`config.mk`:
```
export PLATFORM = sky130hd
export DESIGN_NAME = uart_rx_fsm
export DESIGN_NICKNAME = d
export VERILOG_FILES = /design/src/rtl/uart_rx_fsm.sv
export SDC_FILE = /design/constraint.sdc
export NUM_CORES = 1
export LEC_CHECK = 0
export BUFFER_PORTS_ARGS = -buffer_cell sky130_fd_sc_hd__buf_2
export CAP_MARGIN = 20
export CELL_PAD_IN_SITES_DETAIL_PLACEMENT = 1
export CELL_PAD_IN_SITES_GLOBAL_PLACEMENT = 2
export CORE_AREA = 2 2 89 57
export CTS_CLUSTER_DIAMETER = 150
export DETAILED_ROUTE_END_ITERATION = 16
export DIE_AREA = 0 0 91 59
export PLACE_DENSITY = 0.86
export SYNTH_ARGS = -nofsm -noshare
export SYNTH_HDL_FRONTEND = slang
export SYNTH_SLANG_ARGS = --single-unit
```
`constraint.sdc`:
```
create_clock -name clk -period 4.31 [get_ports clk]
set_input_delay 0.2155 -clock clk [delete_from_list [all_inputs] [get_ports clk]]
set_output_delay 0.2155 -clock clk [all_outputs]
set_load 0.01 [all_outputs]
```
`src/rtl/uart_rx_fsm.sv`:
```
// UART RX sequencer: start detection, oversample/bit counters, checker strobes,
// and one-cycle frame qualification (data_valid / frame_err). All outputs registered.
module uart_rx_fsm #(
    parameter int PRESCALE_W = 6
) (
    input  logic                  clk,
    input  logic                  rst,
    input  logic                  RX_IN,
    input  logic                  PAR_EN,
    input  logic [PRESCALE_W-1:0] prescale,
    input  logic                  strt_glitch,
    input  logic                  par_err,
    input  logic                  stp_err,
    output logic [PRESCALE_W-1:0] edge_cnt,
    output logic [2:0]            bit_cnt,
    output logic                  dat_samp_en,
    output logic                  deser_en,
    output logic                  strt_chk_en,
    output logic                  parity_check_en,
    output logic                  stp_chk_en,
    output logic                  data_valid,
    output logic                  frame_err,
    output logic                  busy
);

    typedef enum logic [2:0] {S_IDLE, S_START, S_DATA, S_PARITY, S_STOP} state_t;

    localparam logic [PRESCALE_W-1:0] P_MIN = PRESCALE_W'(8);

    state_t                r_state;
    logic [PRESCALE_W-1:0] r_p;
    logic [PRESCALE_W-1:0] r_edge_cnt;
    logic [2:0]            r_bit_cnt;
    logic                  r_par_en;
    logic                  r_par_sticky;
    logic                  r_dat_samp_en, r_deser_en, r_strt_chk_en, r_parity_check_en;
    logic                  r_stp_chk_en, r_data_valid, r_frame_err, r_busy;

    logic                  w_last;
    logic                  w_pre;
    logic [PRESCALE_W-1:0] w_p_in;

    assign w_last = (r_edge_cnt == r_p - PRESCALE_W'(1));
    // Strobes are registered, so they are set one cycle early to land on edge P-2.
    assign w_pre  = (r_edge_cnt == r_p - PRESCALE_W'(3));
    assign w_p_in = (prescale < P_MIN) ? P_MIN : prescale;

    always_ff @(posedge clk) begin
        if (!rst) begin
            r_state           <= S_IDLE;
            r_p               <= '0;
            r_edge_cnt        <= '0;
            r_bit_cnt         <= '0;
            r_par_en          <= 1'b0;
            r_par_sticky      <= 1'b0;
            r_dat_samp_en     <= 1'b0;
            r_deser_en        <= 1'b0;
            r_strt_chk_en     <= 1'b0;
            r_parity_check_en <= 1'b0;
            r_stp_chk_en      <= 1'b0;
            r_data_valid      <= 1'b0;
            r_frame_err       <= 1'b0;
            r_busy            <= 1'b0;
        end else begin
            r_deser_en        <= 1'b0;
            r_strt_chk_en     <= 1'b0;
            r_parity_check_en <= 1'b0;
            r_stp_chk_en      <= 1'b0;
            r_data_valid      <= 1'b0;
            r_frame_err       <= 1'b0;
            if (r_state == S_IDLE) begin
                r_edge_cnt <= '0;
                if (!RX_IN) begin
                    r_state       <= S_START;
                    r_p           <= w_p_in;
                    r_par_en      <= PAR_EN;
                    r_busy        <= 1'b1;
                    r_dat_samp_en <= 1'b1;
                end
            end else begin
                r_edge_cnt <= w_last ? '0 : r_edge_cnt + PRESCALE_W'(1);
                case (r_state)
                    S_START: begin
                        r_strt_chk_en <= w_pre;
                        if (w_last) begin
                            r_bit_cnt <= '0;
                            if (strt_glitch) begin
                                r_state       <= S_IDLE;
                                r_busy        <= 1'b0;
                                r_dat_samp_en <= 1'b0;
                                r_par_sticky  <= 1'b0;
                            end else begin
                                r_state <= S_DATA;
                            end
                        end
                    end
                    S_DATA: begin
                        r_deser_en <= w_pre;
                        if (w_last) begin
                            if (r_bit_cnt == 3'd7) begin
                                r_bit_cnt <= '0;
                                r_state   <= r_par_en ? S_PARITY : S_STOP;
                            end else begin
                                r_bit_cnt <= r_bit_cnt + 3'd1;
                            end
                        end
                    end
                    S_PARITY: begin
                        r_parity_check_en <= w_pre;
                        if (w_last) begin
                            r_par_sticky <= par_err;
                            r_state      <= S_STOP;
                        end
                    end
                    S_STOP: begin
                        r_stp_chk_en <= w_pre;
                        if (w_last) begin
                            r_state       <= S_IDLE;
                            r_busy        <= 1'b0;
                            r_dat_samp_en <= 1'b0;
                            r_par_sticky  <= 1'b0;
                            r_data_valid  <= !stp_err && !r_par_sticky;
                            r_frame_err   <= stp_err || r_par_sticky;
                        end
                    end
                    default: begin
                        r_state       <= S_IDLE;
                        r_busy        <= 1'b0;
                        r_dat_samp_en <= 1'b0;
                    end
                endcase
            end
        end
    end

    assign edge_cnt        = r_edge_cnt;
    assign bit_cnt         = r_bit_cnt;
    assign dat_samp_en     = r_dat_samp_en;
    assign deser_en        = r_deser_en;
    assign strt_chk_en     = r_strt_chk_en;
    assign parity_check_en = r_parity_check_en;
    assign stp_chk_en      = r_stp_chk_en;
    assign data_valid      = r_data_valid;
    assign frame_err       = r_frame_err;
    assign busy            = r_busy;

endmodule

```
After elaboration in Yosys (flattened, before gate mapping)
Index checks and enable logic that the tools add are counted.
{"block": "word_totals", "wordCells": 87, "latch_bits": 0, "n_memories": 0, "input_bits": 13, "ff_bits": 27, "mem_bits_ro": 0, "mem_bits_rw": 0}
{"block": "op_classes", "n_shift": 0, "n_mux": 22, "eq_ne": 20, "multipliers": 0, "bitwise": 8, "div": 0, "add_sub_neg": 4, "order_cmp": 1, "n_reduce_logical": 19}
{"op": "3-bit two-way mux", "n": 10}
{"op": "3-bit inequality test, second input constant", "n": 6}
{"op": "3-bit OR reduction", "n": 5}
{"op": "6-bit == test", "n": 2}
{"op": "2-bit inequality test, second input constant", "n": 6}
{"op": "3-bit one-hot mux with 4 select lines", "n": 1}
{"op": "6-bit AND reduction", "n": 2}
{"op": "1-bit NOT", "n": 8}
{"op": "6-bit by 1-bit adder with 6-bit output, second input constant", "n": 1}
{"op": "3-bit by 2-bit == test with 1-bit output, second input constant", "n": 2}
{"op": "3-bit == test, second input constant", "n": 2}
{"op": "6-bit by 4-bit less-than comparator with 1-bit output, second input constant", "n": 1}
{"op": "1-bit two-way mux", "n": 6}
{"op": "6-bit two-way mux", "n": 1}
{"op": "1-bit one-hot mux with 3 select lines", "n": 2}
{"op": "3-bit one-hot mux with 2 select lines", "n": 1}
{"op": "6-bit by 1-bit subtractor with 6-bit output, second input constant", "n": 1}
{"op": "6-bit by 2-bit subtractor with 6-bit output, second input constant", "n": 1}
{"op": "5-bit AND reduction", "n": 1}
{"op": "4-bit AND reduction", "n": 1}
{"op": "4-bit OR reduction", "n": 1}
{"op": "3-bit by 1-bit adder with 3-bit output, second input constant", "n": 1}
{"op": "3-bit by 1-bit == test with 1-bit output, second input constant", "n": 1}
{"op": "3-bit zero test", "n": 1}
{"op": "other kinds (9)", "n": 10}

Logic depth before layout (Yosys ltp)
{"block": "depth", "ltp_word": 5, "depth_mapped": 7, "ltp_nobuf": 7}

Worst setup path before layout
Ideal clock, no wire load.
{"block": "synth_path", "kind": "flip-flop to flip-flop", "from": "reg r_p[0]", "to": "reg r_state[0]", "path_slack_ps": 2382, "stages_incl_launch_ff": 8, "period_less_slack_ps": 1928, "n_path_buf": 0, "required_time_ps": 4238, "setup_time_ps": 72, "arrival_ps": 1856, "path_cell_list": "dfxtp_1 inv_1 ha_1 and2_1 a211o_2 a32o_1 a21oi_2 mux2i_1"}
{"block": "synth_via", "elab_chain_len": 4, "elab_cells_between_ends": 7}
{"item": "start: declaration", "line": "31", "text": "logic [PRESCALE_W-1:0] r_p;"}
{"item": "start signal: assignment", "line": "75", "text": "r_p <= w_p_in;"}
{"item": "6-bit by 1-bit subtractor with 6-bit output *", "line": "43", "text": "assign w_last = (r_edge_cnt == r_p - PRESCALE_W'(1));"}
{"item": "6-bit == test *", "line": "43"}
{"item": "3-bit inequality test (no source line)"}
{"item": "6-bit AND reduction (no source line) *"}
{"item": "end signal: assignment", "line": "102", "text": "r_state <= r_par_en ? S_PARITY : S_STOP;"}
{"item": "end: declaration", "line": "30", "text": "state_t r_state;"}
Every way passes the cells marked *; elsewhere a longest branch is shown, timed or not.
A chain may end at the register's enable or synchronous reset.

Worst setup path after layout
Ends and elaborated chain as after synthesis.

==> flow_metrics.tcl <==
set metrics [dict create \
    outcome "finished, final reports clean" \
    leakage_nw 0.737 \
    synth-edff-count 0 \
    vias 1304 \
    synth_warnings 0 \
    p_per_area_mw_per_mm2 324 \
    port_buffers 29 \
    synthArstFlopShare_pct 0 \
    rsz0062_at_grt "no" \
    finalCritPeriodShare_pct 50.6 \
    p_sw_share_pct 32.0 \
    fin_util_pct 38.4 \
    area_growth_pct 15.6 \
    r2r_cells 7 \
    cts_made_buffers 3 \
    power.share.clock_pct 26.0 \
    clock-skew-final_ps 3.63 \
    gp_congestion 0.791 \
    internal_power_uw 378 \
    hp-start "stp_err" \
    end_kind "register" \
    grt_usage_pct 14.6 \
    yosysSeqAreaShare_pct 36.5 \
    ys_ff_latch 27 \
    slew_headroom_pct 64.1 \
    synth.area.top_cells "dfxtp_1, nand2_1, nor2_1" \
    dieArea_mm2 0.00537 \
    drc_errors 0 \
    p_seq_share_pct 51.4 \
    fmax_mhz 459 \
    crit_path_start "r_p[0]" \
    grt_max_degree 18 \
    synth_top_area_cell "dfxtp_1" \
    synth_commonest_cells "dfxtp_1, nand2_1, nor2_1" \
    critPathLaunchType "register" \
    cap_viol_max_count 0 \
    worstPathArrival_ps 2380 \
    hold_depth 2 \
    crit_type "register to register" \
    holdWs_ps 112 \
    via_per_inst 4.88 \
    setup_viol 0 \
    syn_nets 198 \
    core-area_mm2 0.00447 \
    cts.sinks 27 \
    cts_setup_buffers 0 \
    die_y_um 59 \
    cts_hold_buf 0 \
    io_pins 30 \
    drt_iter0_drc 32 \
    synth.avg_cell_area_um2 8.24 \
    final_antenna_net_count 0 \
    initial_core_util_pct 33.2 \
    syn_area_mm2 0.00148 \
    drt-pass1-iter-count 4 \
    power.net_switching_uw 178 \
    diodes 0 \
    hold_class "input port to register" \
    wire_per_inst_um 14.0 \
    wl_um 3750 \
    grt_pass1_wl_um 6180 \
    syn_inst 180 \
    pwr-share-comb_pct 22.6 \
    finalCriticalPeriod_ps 2180 \
    ys.flop_type "dfxtp_1" \
    hold_viol 0 \
    drive_gt1_share_pct 20.6 \
    cts-root-buf "clkbuf_8" \
    antenna_found_initial 0 \
    synthDominantCellAreaShare_pct 36.5 \
    crit_path_max_fanout 7 \
    synth.most_common_cell "dfxtp_1" \
    clock_latency_ps 270 \
    final_cells 267 \
    num_rows 19 \
    setup-tns-final_ps 0 \
    num-fill-cells 587 \
    htree_num_levels 1 \
    hpwl_um 2870 \
    report.final.slew_viol_count 0 \
    clockBufferDepth 2 \
    cts_tree "yes" \
    synth_cell_type_count 40 \
    dp_cells 262 \
    grt_overflow 0 \
    cts_resized 0 \
    die_w_um 91 \
    final_nets 223 \
    worstMarginPinSlew_ps 538 \
    required_ps 4510 \
    clk_pin_slew_worst_paths_ps 90 \
    total_power_uw 556 \
    peakVddDrop_v 0.000148 \
    grt_pass1_vias 1247 \
    r2r_start "r_p[0]" \
]
-- layout make-up --
type / instances / area, um^2 / area share [%]
well taps: 63 / 78.8 / 4.60
clock inverters: 1 / 5.00 / 0.292
repair buffers: 30 / 150 / 8.76
inverters: 5 / 18.8 / 1.09
clock buffers: 3 / 41.3 / 2.41
multi-input cells: 138 / 880 / 51.3
flip-flops and latches: 27 / 541 / 31.5
-- power groups by stage --
stage                     sequential [mW]  clock (mW)  combinational, mW
after floorplan                     0.278           0              0.105
after global routing                0.289       0.162              0.141
after CTS                           0.285       0.152              0.125
after global placement              0.291           0              0.121
after detailed placement            0.291           0              0.123
final                               0.286       0.144              0.126
-- cell usage in the layout, fill, tap and decap left out, types with 3 or more instances in the layout --
master    instances
mux2i_1           6
nor3_1            7
nand3_1          11
ha_1              5
o211ai_1          3
xor2_1            8
nor2_1           20
dfxtp_1          27
clkbuf_8          3
a21oi_1           9
nand2_1          26
nand2b_1          5
buf_2            30
inv_1             5
xnor2_1           7
-- metal layers --
| layer | vias up | share of wire (%) | wire length [um] | track usage, % |
|---|---|---|---|---|
| met1 | 604 | 57 | 2120 | 22.7 |
| met4 | 0 | 0.27 | 10 | 1.95 |
| met5 | - | 0 | 0 | 0 |
| met3 | 2 | 5.3 | 200 | 4.33 |
| met2 | 29 | 38 | 1410 | 20.0 |
| li1 | 669 | - | - | - |
-- path summary, 6_finish.rpt --
check | end | slack [ps]
max | r_state[0] | 2130
min | data_valid | 110
max reg2reg | r_state[0] | 2130
min reg2reg | r_par_en | 470
-- worst max-delay path: stages (launching register included) --
cell and delay [ps]:
dfxtp_1 460, inv_1 80, ha_1 240, and2_1 200
a211o_2 350, a32o_1 290, a21oi_2 270, mux2i_1 220
-- sequential cells by signal (all words and copies together) (netlist names) --
signal / cells
data_valid: 1
frame_err: 1
bit_cnt: 3
r_state: 3
r_p: 6
strt_chk_en: 1
parity_check_en: 1
r_par_sticky: 1
edge_cnt: 6
stp_chk_en: 1
deser_en: 1
r_par_en: 1
busy: 1
-- logic make-up (layout without fill, tap and decap cells) --
logic type / after synthesis / count (layout) / synth area share [%]
AO/OA/AOI/OAI: 28 / 28 / 14.1
flip-flops: 27 / 27 / 36.5
multiplexers: 6 / 6 / 4.05
adder cells (fa/ha/maj): 5 / 5 / 4.22
AND/OR/NAND/NOR: 83 / 83 / 27.0
XOR/XNOR: 16 / 16 / 9.96
buffers and inverters: 15 / 39 / 4.22
-- through the flow --
step	cell area [um^2]	setup slack, ps
2_1_floorplan	1480	2380
3_3_place_gp	1660	2260
3_5_place_dp	1660	2150
4_1_cts	1710	2140
5_1_grt	1710	1930
6_report	1710	2130
Note: power is estimated with default switching activity, not from simulation.
